==> src/rtl/riscv_ctrl_pkg.sv <==
// Shared encodings for the multicycle RV32 control path: FSM states, opcodes, ALU selects.
// Latency: n/a (constants, types and one pure function only).
// Backpressure: n/a.
//
// Contents:
//   state_t / S_*         4-bit FSM state encoding shared by the FSM and the output decoder
//   OP_*                  major opcodes of the supported subset (ld, sd, R-type, beq)
//   ALUOP_*               2-bit aluOp values consumed by the funct-decoding ALU control
//   SRCB_*                aluSrcB mux selects
//   ctrl_t                packed bundle of every control strobe the decoder produces
//   decode_dispatch()     DECODE-state opcode dispatch
package riscv_ctrl_pkg;

  typedef logic [3:0] state_t;

  localparam state_t S_IDLE     = 4'd0;
  localparam state_t S_FETCH    = 4'd1;
  localparam state_t S_DECODE   = 4'd2;
  localparam state_t S_MEMADR   = 4'd3;
  localparam state_t S_MEMREAD  = 4'd4;
  localparam state_t S_MEMWB    = 4'd5;
  localparam state_t S_MEMWRITE = 4'd6;
  localparam state_t S_EXECUTE  = 4'd7;
  localparam state_t S_ALUWB    = 4'd8;
  localparam state_t S_BRANCH   = 4'd9;
  localparam state_t S_TRAP     = 4'd10;

  localparam logic [6:0] OP_LOAD   = 7'b0000011;
  localparam logic [6:0] OP_STORE  = 7'b0100011;
  localparam logic [6:0] OP_RTYPE  = 7'b0110011;
  localparam logic [6:0] OP_BRANCH = 7'b1100011;

  localparam logic [1:0] ALUOP_ADD   = 2'b00;
  localparam logic [1:0] ALUOP_SUB   = 2'b01;
  localparam logic [1:0] ALUOP_FUNCT = 2'b10;

  localparam logic [1:0] SRCB_REG  = 2'b00;  // rs2
  localparam logic [1:0] SRCB_FOUR = 2'b01;  // constant 4 (PC increment)
  localparam logic [1:0] SRCB_IMM  = 2'b10;  // sign-extended immediate

  // Every control strobe in one packed word so the decoder can default
  // the whole set to zero with a single assignment.
  typedef struct packed {
    logic       pc_write;
    logic       pc_write_cond;
    logic       pc_source;
    logic       iord;
    logic       mem_read;
    logic       mem_write;
    logic       ir_write;
    logic       mem_to_reg;
    logic       reg_write;
    logic       alu_src_a;
    logic [1:0] alu_src_b;
    logic [1:0] alu_op;
    logic       instr_done;
    logic       illegal_instr;
  } ctrl_t;

  // Opcode dispatch out of DECODE. Anything outside the supported subset
  // traps; loads and stores share the address-calculation state.
  function automatic state_t decode_dispatch(input logic [6:0] op);
    state_t nxt;
    case (op)
      OP_LOAD,
      OP_STORE:  nxt = S_MEMADR;
      OP_RTYPE:  nxt = S_EXECUTE;
      OP_BRANCH: nxt = S_BRANCH;
      default:   nxt = S_TRAP;
    endcase
    return nxt;
  endfunction

endpackage

==> src/rtl/ctrl_output_decode.sv <==
// Control-strobe decoder for the multicycle FSM: state (+memReady) -> datapath controls.
// Latency: purely combinational, zero cycles.
// Backpressure: memReady only qualifies the completion strobes of FETCH and MEMWRITE.
//
// Ports:
//   state_i            current FSM state
//   mem_ready_i        memory completes its current access this cycle
//   *_o                datapath control strobes (see riscv_ctrl_pkg::ctrl_t)
module ctrl_output_decode
  import riscv_ctrl_pkg::*;
(
  input  logic       state_i_unused_guard_n,
  input  state_t     state_i,
  input  logic       mem_ready_i,
  output logic       pc_write_o,
  output logic       pc_write_cond_o,
  output logic       pc_source_o,
  output logic       iord_o,
  output logic       mem_read_o,
  output logic       mem_write_o,
  output logic       ir_write_o,
  output logic       mem_to_reg_o,
  output logic       reg_write_o,
  output logic       alu_src_a_o,
  output logic [1:0] alu_src_b_o,
  output logic [1:0] alu_op_o,
  output logic       instr_done_o,
  output logic       illegal_instr_o
);

  ctrl_t ctrl;

  always_comb begin
    ctrl = '0;
    case (state_i)
      S_FETCH: begin
        // PC+4 is computed while the instruction is read; IR and PC are
        // only loaded in the cycle the memory actually returns data.
        ctrl.mem_read  = 1'b1;
        ctrl.iord      = 1'b0;
        ctrl.alu_src_a = 1'b0;
        ctrl.alu_src_b = SRCB_FOUR;
        ctrl.alu_op    = ALUOP_ADD;
        ctrl.pc_source = 1'b0;
        ctrl.ir_write  = mem_ready_i;
        ctrl.pc_write  = mem_ready_i;
      end
      S_DECODE: begin
        // Speculative branch target (PC + imm) lands in ALUOut.
        ctrl.alu_src_a = 1'b0;
        ctrl.alu_src_b = SRCB_IMM;
        ctrl.alu_op    = ALUOP_ADD;
      end
      S_MEMADR: begin
        ctrl.alu_src_a = 1'b1;
        ctrl.alu_src_b = SRCB_IMM;
        ctrl.alu_op    = ALUOP_ADD;
      end
      S_MEMREAD: begin
        ctrl.mem_read = 1'b1;
        ctrl.iord     = 1'b1;
      end
      S_MEMWB: begin
        ctrl.reg_write  = 1'b1;
        ctrl.mem_to_reg = 1'b1;
        ctrl.instr_done = 1'b1;
      end
      S_MEMWRITE: begin
        // A store retires in the cycle its write is accepted.
        ctrl.mem_write  = 1'b1;
        ctrl.iord       = 1'b1;
        ctrl.instr_done = mem_ready_i;
      end
      S_EXECUTE: begin
        ctrl.alu_src_a = 1'b1;
        ctrl.alu_src_b = SRCB_REG;
        ctrl.alu_op    = ALUOP_FUNCT;
      end
      S_ALUWB: begin
        ctrl.reg_write  = 1'b1;
        ctrl.mem_to_reg = 1'b0;
        ctrl.instr_done = 1'b1;
      end
      S_BRANCH: begin
        // Compare rs1-rs2; the datapath ANDs pcWriteCond with zero, so the
        // instruction retires here whether or not the branch is taken.
        ctrl.alu_src_a     = 1'b1;
        ctrl.alu_src_b     = SRCB_REG;
        ctrl.alu_op        = ALUOP_SUB;
        ctrl.pc_write_cond = 1'b1;
        ctrl.pc_source     = 1'b1;
        ctrl.instr_done    = 1'b1;
      end
      S_TRAP: begin
        ctrl.illegal_instr = 1'b1;
      end
      default: begin
        ctrl = '0;  // IDLE and unused encodings drive nothing
      end
    endcase
  end

  assign pc_write_o      = ctrl.pc_write      & state_i_unused_guard_n;
  assign pc_write_cond_o = ctrl.pc_write_cond & state_i_unused_guard_n;
  assign pc_source_o     = ctrl.pc_source     & state_i_unused_guard_n;
  assign iord_o          = ctrl.iord          & state_i_unused_guard_n;
  assign mem_read_o      = ctrl.mem_read      & state_i_unused_guard_n;
  assign mem_write_o     = ctrl.mem_write     & state_i_unused_guard_n;
  assign ir_write_o      = ctrl.ir_write      & state_i_unused_guard_n;
  assign mem_to_reg_o    = ctrl.mem_to_reg    & state_i_unused_guard_n;
  assign reg_write_o     = ctrl.reg_write     & state_i_unused_guard_n;
  assign alu_src_a_o     = ctrl.alu_src_a     & state_i_unused_guard_n;
  assign alu_src_b_o     = ctrl.alu_src_b     & {2{state_i_unused_guard_n}};
  assign alu_op_o        = ctrl.alu_op        & {2{state_i_unused_guard_n}};
  assign instr_done_o    = ctrl.instr_done    & state_i_unused_guard_n;
  assign illegal_instr_o = ctrl.illegal_instr & state_i_unused_guard_n;

endmodule

==> src/rtl/multicycle_control.sv <==
// Main control FSM of the multicycle RV32 subset core (ld, sd, beq, add/sub/and/or).
// Latency: Moore outputs per state; ld=5, sd=4, R-type=4, beq=3 cycles with memReady held high.
// Backpressure: FETCH, MEMREAD and MEMWRITE hold their request stable until memReady; no timeout.
//
// Ports:
//   clk, rst_n            clock (rising edge), asynchronous active-low reset
//   opcode                IR[6:0], meaningful from DECODE onward
//   zero                  ALU zero flag; the datapath gates pcWriteCond with it
//   memReady              memory completes the current read/write this cycle
//   pcWrite..aluOp        datapath control strobes
//   instrDone             one-cycle pulse per retired instruction
//   illegalInstr          one-cycle pulse on an unsupported opcode
//   instrCount            retired-instruction counter, wraps silently
module multicycle_control
  import riscv_ctrl_pkg::*;
#(
  parameter int CNT_WIDTH = 32
) (
  input  logic                 clk,
  input  logic                 rst_n,
  input  logic [6:0]           opcode,
  input  logic                 zero,
  input  logic                 memReady,
  output logic                 pcWrite,
  output logic                 pcWriteCond,
  output logic                 pcSource,
  output logic                 iorD,
  output logic                 memRead,
  output logic                 memWrite,
  output logic                 irWrite,
  output logic                 memToReg,
  output logic                 regWrite,
  output logic                 aluSrcA,
  output logic [1:0]           aluSrcB,
  output logic [1:0]           aluOp,
  output logic                 instrDone,
  output logic                 illegalInstr,
  output logic [CNT_WIDTH-1:0] instrCount
);

  state_t               state_q, state_d;
  logic [CNT_WIDTH-1:0] instr_count_q, instr_count_d;
  logic                 instr_done;

  // The branch decision is made in the datapath (pcWriteCond & zero), so
  // the flag is only carried through this block's interface.
  logic zero_unused;
  assign zero_unused = zero;

  // ---------------------------------------------------------------- state
  always_ff @(posedge clk or negedge rst_n) begin
    if (!rst_n) begin
      state_q <= S_IDLE;
    end else begin
      state_q <= state_d;
    end
  end

  // ----------------------------------------------------------- next state
  always_comb begin
    state_d = state_q;
    case (state_q)
      S_IDLE:     state_d = S_FETCH;
      S_FETCH:    if (memReady) state_d = S_DECODE;
      S_DECODE:   state_d = decode_dispatch(opcode);
      S_MEMADR:   state_d = (opcode == OP_LOAD) ? S_MEMREAD : S_MEMWRITE;
      S_MEMREAD:  if (memReady) state_d = S_MEMWB;
      S_MEMWB:    state_d = S_FETCH;
      S_MEMWRITE: if (memReady) state_d = S_FETCH;
      S_EXECUTE:  state_d = S_ALUWB;
      S_ALUWB:    state_d = S_FETCH;
      S_BRANCH:   state_d = S_FETCH;
      // PC was already advanced in FETCH, so the bad instruction is skipped.
      S_TRAP:     state_d = S_FETCH;
      default:    state_d = S_IDLE;  // recover from an unused encoding
    endcase
  end

  // -------------------------------------------------------------- outputs
  ctrl_output_decode u_decode (
    .state_i_unused_guard_n (1'b1),
    .state_i                (state_q),
    .mem_ready_i            (memReady),
    .pc_write_o             (pcWrite),
    .pc_write_cond_o        (pcWriteCond),
    .pc_source_o            (pcSource),
    .iord_o                 (iorD),
    .mem_read_o             (memRead),
    .mem_write_o            (memWrite),
    .ir_write_o             (irWrite),
    .mem_to_reg_o           (memToReg),
    .reg_write_o            (regWrite),
    .alu_src_a_o            (aluSrcA),
    .alu_src_b_o            (aluSrcB),
    .alu_op_o               (aluOp),
    .instr_done_o           (instr_done),
    .illegal_instr_o        (illegalInstr)
  );

  assign instrDone = instr_done;

  // ---------------------------------------------- retired-instruction count
  // Bumped on the retirement cycle itself; wraps to zero with no flag.
  always_comb begin
    instr_count_d = instr_count_q;
    if (instr_done) begin
      instr_count_d = instr_count_q + CNT_WIDTH'(1);
    end
  end

  always_ff @(posedge clk or negedge rst_n) begin
    if (!rst_n) begin
      instr_count_q <= '0;
    end else begin
      instr_count_q <= instr_count_d;
    end
  end

  assign instrCount = instr_count_q;

endmodule

==> config.mk <==
export PLATFORM = sky130hd
export DESIGN_NAME = multicycle_control
export DESIGN_NICKNAME = d
export VERILOG_FILES = /design/src/rtl/riscv_ctrl_pkg.sv /design/src/rtl/ctrl_output_decode.sv /design/src/rtl/multicycle_control.sv
export SDC_FILE = /design/constraint.sdc
export NUM_CORES = 1
export LEC_CHECK = 0
export BUFFER_PORTS_ARGS = -buffer_cell sky130_fd_sc_hd__buf_2
export CORE_MARGIN = 8
export CORE_UTILIZATION = 50
export DETAILED_ROUTE_END_ITERATION = 16
export GPL_TIMING_DRIVEN = 0
export PLACE_DENSITY = 0.75
export SYNTH_ARGS = -nofsm -noshare
export SYNTH_HDL_FRONTEND = slang
export SYNTH_SLANG_ARGS = --single-unit
==> constraint.sdc <==
create_clock -name clk -period 2.92 [get_ports clk]
set_input_delay 0.876 -clock clk [delete_from_list [all_inputs] [get_ports clk]]
set_output_delay 0.876 -clock clk [all_outputs]
set_load 0.01 [all_outputs]
==> metrics <==
core footprint 3910 µm²; WL final 4530 µm; worst relative slew slack 48.4%; Post-Syn Area 1990 µm²; wire per inst 14.3 µm; first-pass GRT wire length 7660 µm; crit path max fanout 10; Post-CTS Hold Buffers 0; Final Non-Filler Cells 316; row count 23; largest net degree at the start of global routing 37; Post-CTS Resized 0; Initial Utilization 50.8%; Hold Crit Class flop to flop; Max Fclk 366 MHz; Worst setup EP type primary output; initial antenna violation count 0; met3 WL 261 µm; setup repair after global routing missed its margin false; status complete, no violations; cell count after placement 308; CTS tree yes; Worst EP required 2.04 ns; # DRC 0; Leak Pwr 1.24 nW; P&R area growth vs syn 22.9%; Via density 5.34; total of max-cap violations 0; Die Ht 79.0 µm; wire length on met1 approximately 2000 µm; total CTS buffers 5; Pwr per Cell Area 710 nW/µm²; Worst Max-Slew Pin Slew 0.774 ns; share of cells above drive strength 1 30.5%; Setup Viol. Count Final 0; Post-CTS Setup Bufs 0; maximum resistive drop on vdd 0.000531 V; Startpoint Class primary input; DRT Pass-1 Iters 4; met2 WL 2160 µm; Antenna diodes 0; io pins 59; final worst-path cycle share 93.5%; clock sinks 36; Root Driver clkbuf_8; H-tree depth 2; GRT overflow 0; Worst Path Arrival 1.85 ns; # fillers about 350; sequential area share after synthesis 45.3%; Antenna Nets Post-Route 0; fin crit period 2.73 ns; routability congestion estimate 0.849; Top Layer Used met4; worst skew pair latency 0.29 ns; Setup Total Neg Slack 0 ns; die footprint 6250 µm²; Synth Register Bits 36; starting DRC count in detailed routing 46; DIE WIDTH 79.0 µm; Post-DP HPWL 3400 µm; final hold vios 0; Avg Inst Size Synth 9.89 µm²; pins over their slew limit 0; PortBufs 57; syn nets 213; Worst-path clk slew approximately 0.070 ns; Syn. warnings 0; vias in the first global route 1,649; Final Net Count 277; Total Routing Usage GR 15.0%; routed via count 1,687; Unique masters post-synth 43; Clock Skew 0.00829 ns; critical path class primary input to primary output; Mapped Cells 201; clock buffer depth 2
==> through the flow <==
| stage | cell area [µm²] | hold WS [ns] | util, % | setup slack [ns] | power, W |
|---|---|---|---|---|---|
| final | 2440 | 0.465 | 62.4 | 0.189 | 0.00173 |
| after global routing | 2440 | 0.476 | 62.4 | 0.133 | 0.00185 |
| after CTS | 2440 | 0.467 | 62.4 | 0.183 | 0.00175 |
| after detailed placement | 2330 | 0.456 | 59.7 | 0.183 | 0.00132 |
| after global placement | 2330 | 0.452 | 59.7 | 0.185 | 0.00131 |
| after floorplan | 1990 | 0.504 | - | 0.570 | 0.00111 |
==> critical path: stages <==
cell and delay, ns:
buf_2 0.15, a221oi_4 0.43, inv_4 0.09, buf_6 0.16, buf_2 0.14
==> per-layer routing <==
metal,vias up,GRT usage (%)
met1,800,18.2
met3,8,4.06
met5,-,0
met4,0,6.85
li1,825,-
met2,54,24.4
==> power by group <==
part | switching (W) | leakage [nW] | total, W | internal [W]
registers | 0.0000641 | 0.460 | 0.000619 | 0.000555
clock network | 0.000174 | 0.0552 | 0.000427 | 0.000253
logic | 0.000407 | 0.723 | 0.000689 | 0.000282
==> area by class of cell <==
| class | count | area [µm²] | share of cell area, % |
|---|---|---|---|
| multi-input combinational | 145 | 992 | 40.6 |
| sequential | 36 | 901 | 36.9 |
| tap | 50 | 62.6 | 2.56 |
| buffer | 8 | 46.3 | 1.90 |
| clock buffer | 6 | 72.6 | 2.97 |
| timing repair buffer | 57 | 285 | 11.7 |
| inverter | 12 | 47.5 | 1.95 |
| clock inverter | 2 | 35.0 | 1.43 |
==> logic make-up after synthesis <==
logic type | after synthesis | share of synthesized area (%)
AND/OR/NAND/NOR | 95 | 28.5
flip-flops | 36 | 45.3
XOR/XNOR | 32 | 14.1
buffers and inverters | 20 | 4.72
AO/OA/AOI/OAI | 16 | 6.17
adder cells (fa/ha/maj) | 2 | 1.13
==> sequential cells by signal, indices dropped and copies added (netlist names) <==
signal / flops
state_q: 4
instrCount: 32
==> placed cells by master (no fill, tap or decap), types with 4 or more instances in the layout <==
cell	instances
and3_1	5
nand3_1	11
clkbuf_1	5
dfrtp_1	36
nor4_1	4
nor4_2	4
clkbuf_8	5
xor2_1	13
inv_1	11
a21oi_1	6
nor3_1	10
nor2_1	21
nand4_1	7
buf_2	58
nand2_1	16
xnor2_1	19
==> worst paths after layout <==
| path | from | end | slack, ns | cells after the start |
|---|---|---|---|---|
| setup / recovery | memReady | instrDone | 0.19 | 5 |
| hold / removal | instrCount[31] | instrCount[31] | 0.46 | 1 |
| setup reg to reg | state_q[2] | instrCount[23] | 1.09 | 7 |
| hold reg to reg | instrCount[31] | instrCount[31] | 0.46 | 1 |
| max in group asynchronous | rst_n | instrCount[10] | 1.76 | 1 |
| min in group asynchronous | rst_n | instrCount[7] | 0.67 | 1 |
==> synthesized netlist by cell type (all sizes together) <==
library cell  instances  area, µm²
and3                  5       31.3
inv                  12       47.6
o22ai                 1       6.26
nor2                 21       78.8
nand4bb               1       11.3
o221ai                1       8.76
maj3                  1       10.0
nand2                16       60.1
nor3                 11       60.1
o21bai                1       7.51
clkbuf                4       15.0
nor2b                 2       12.5
nor3b                 2       20.0
a221oi                2       35.0
nor4                  8       75.1
o32a                  1       10.0
a211oi                1       7.51
o21ai                 2       10.0
nand3                13       82.6
buf                   4       31.3
and4bb                1       16.3
and4                  1       8.76
ha                    1       12.5
xnor2                19        166
dfrtp                36        901
nand4                 9       77.6
xor2                 13        114
a21oi                 6       30.0
nand3b                1       7.51
o31ai                 1       7.51
nand2b                3       18.8
and2                  1       6.26
(Power assumes the default switching activity.)
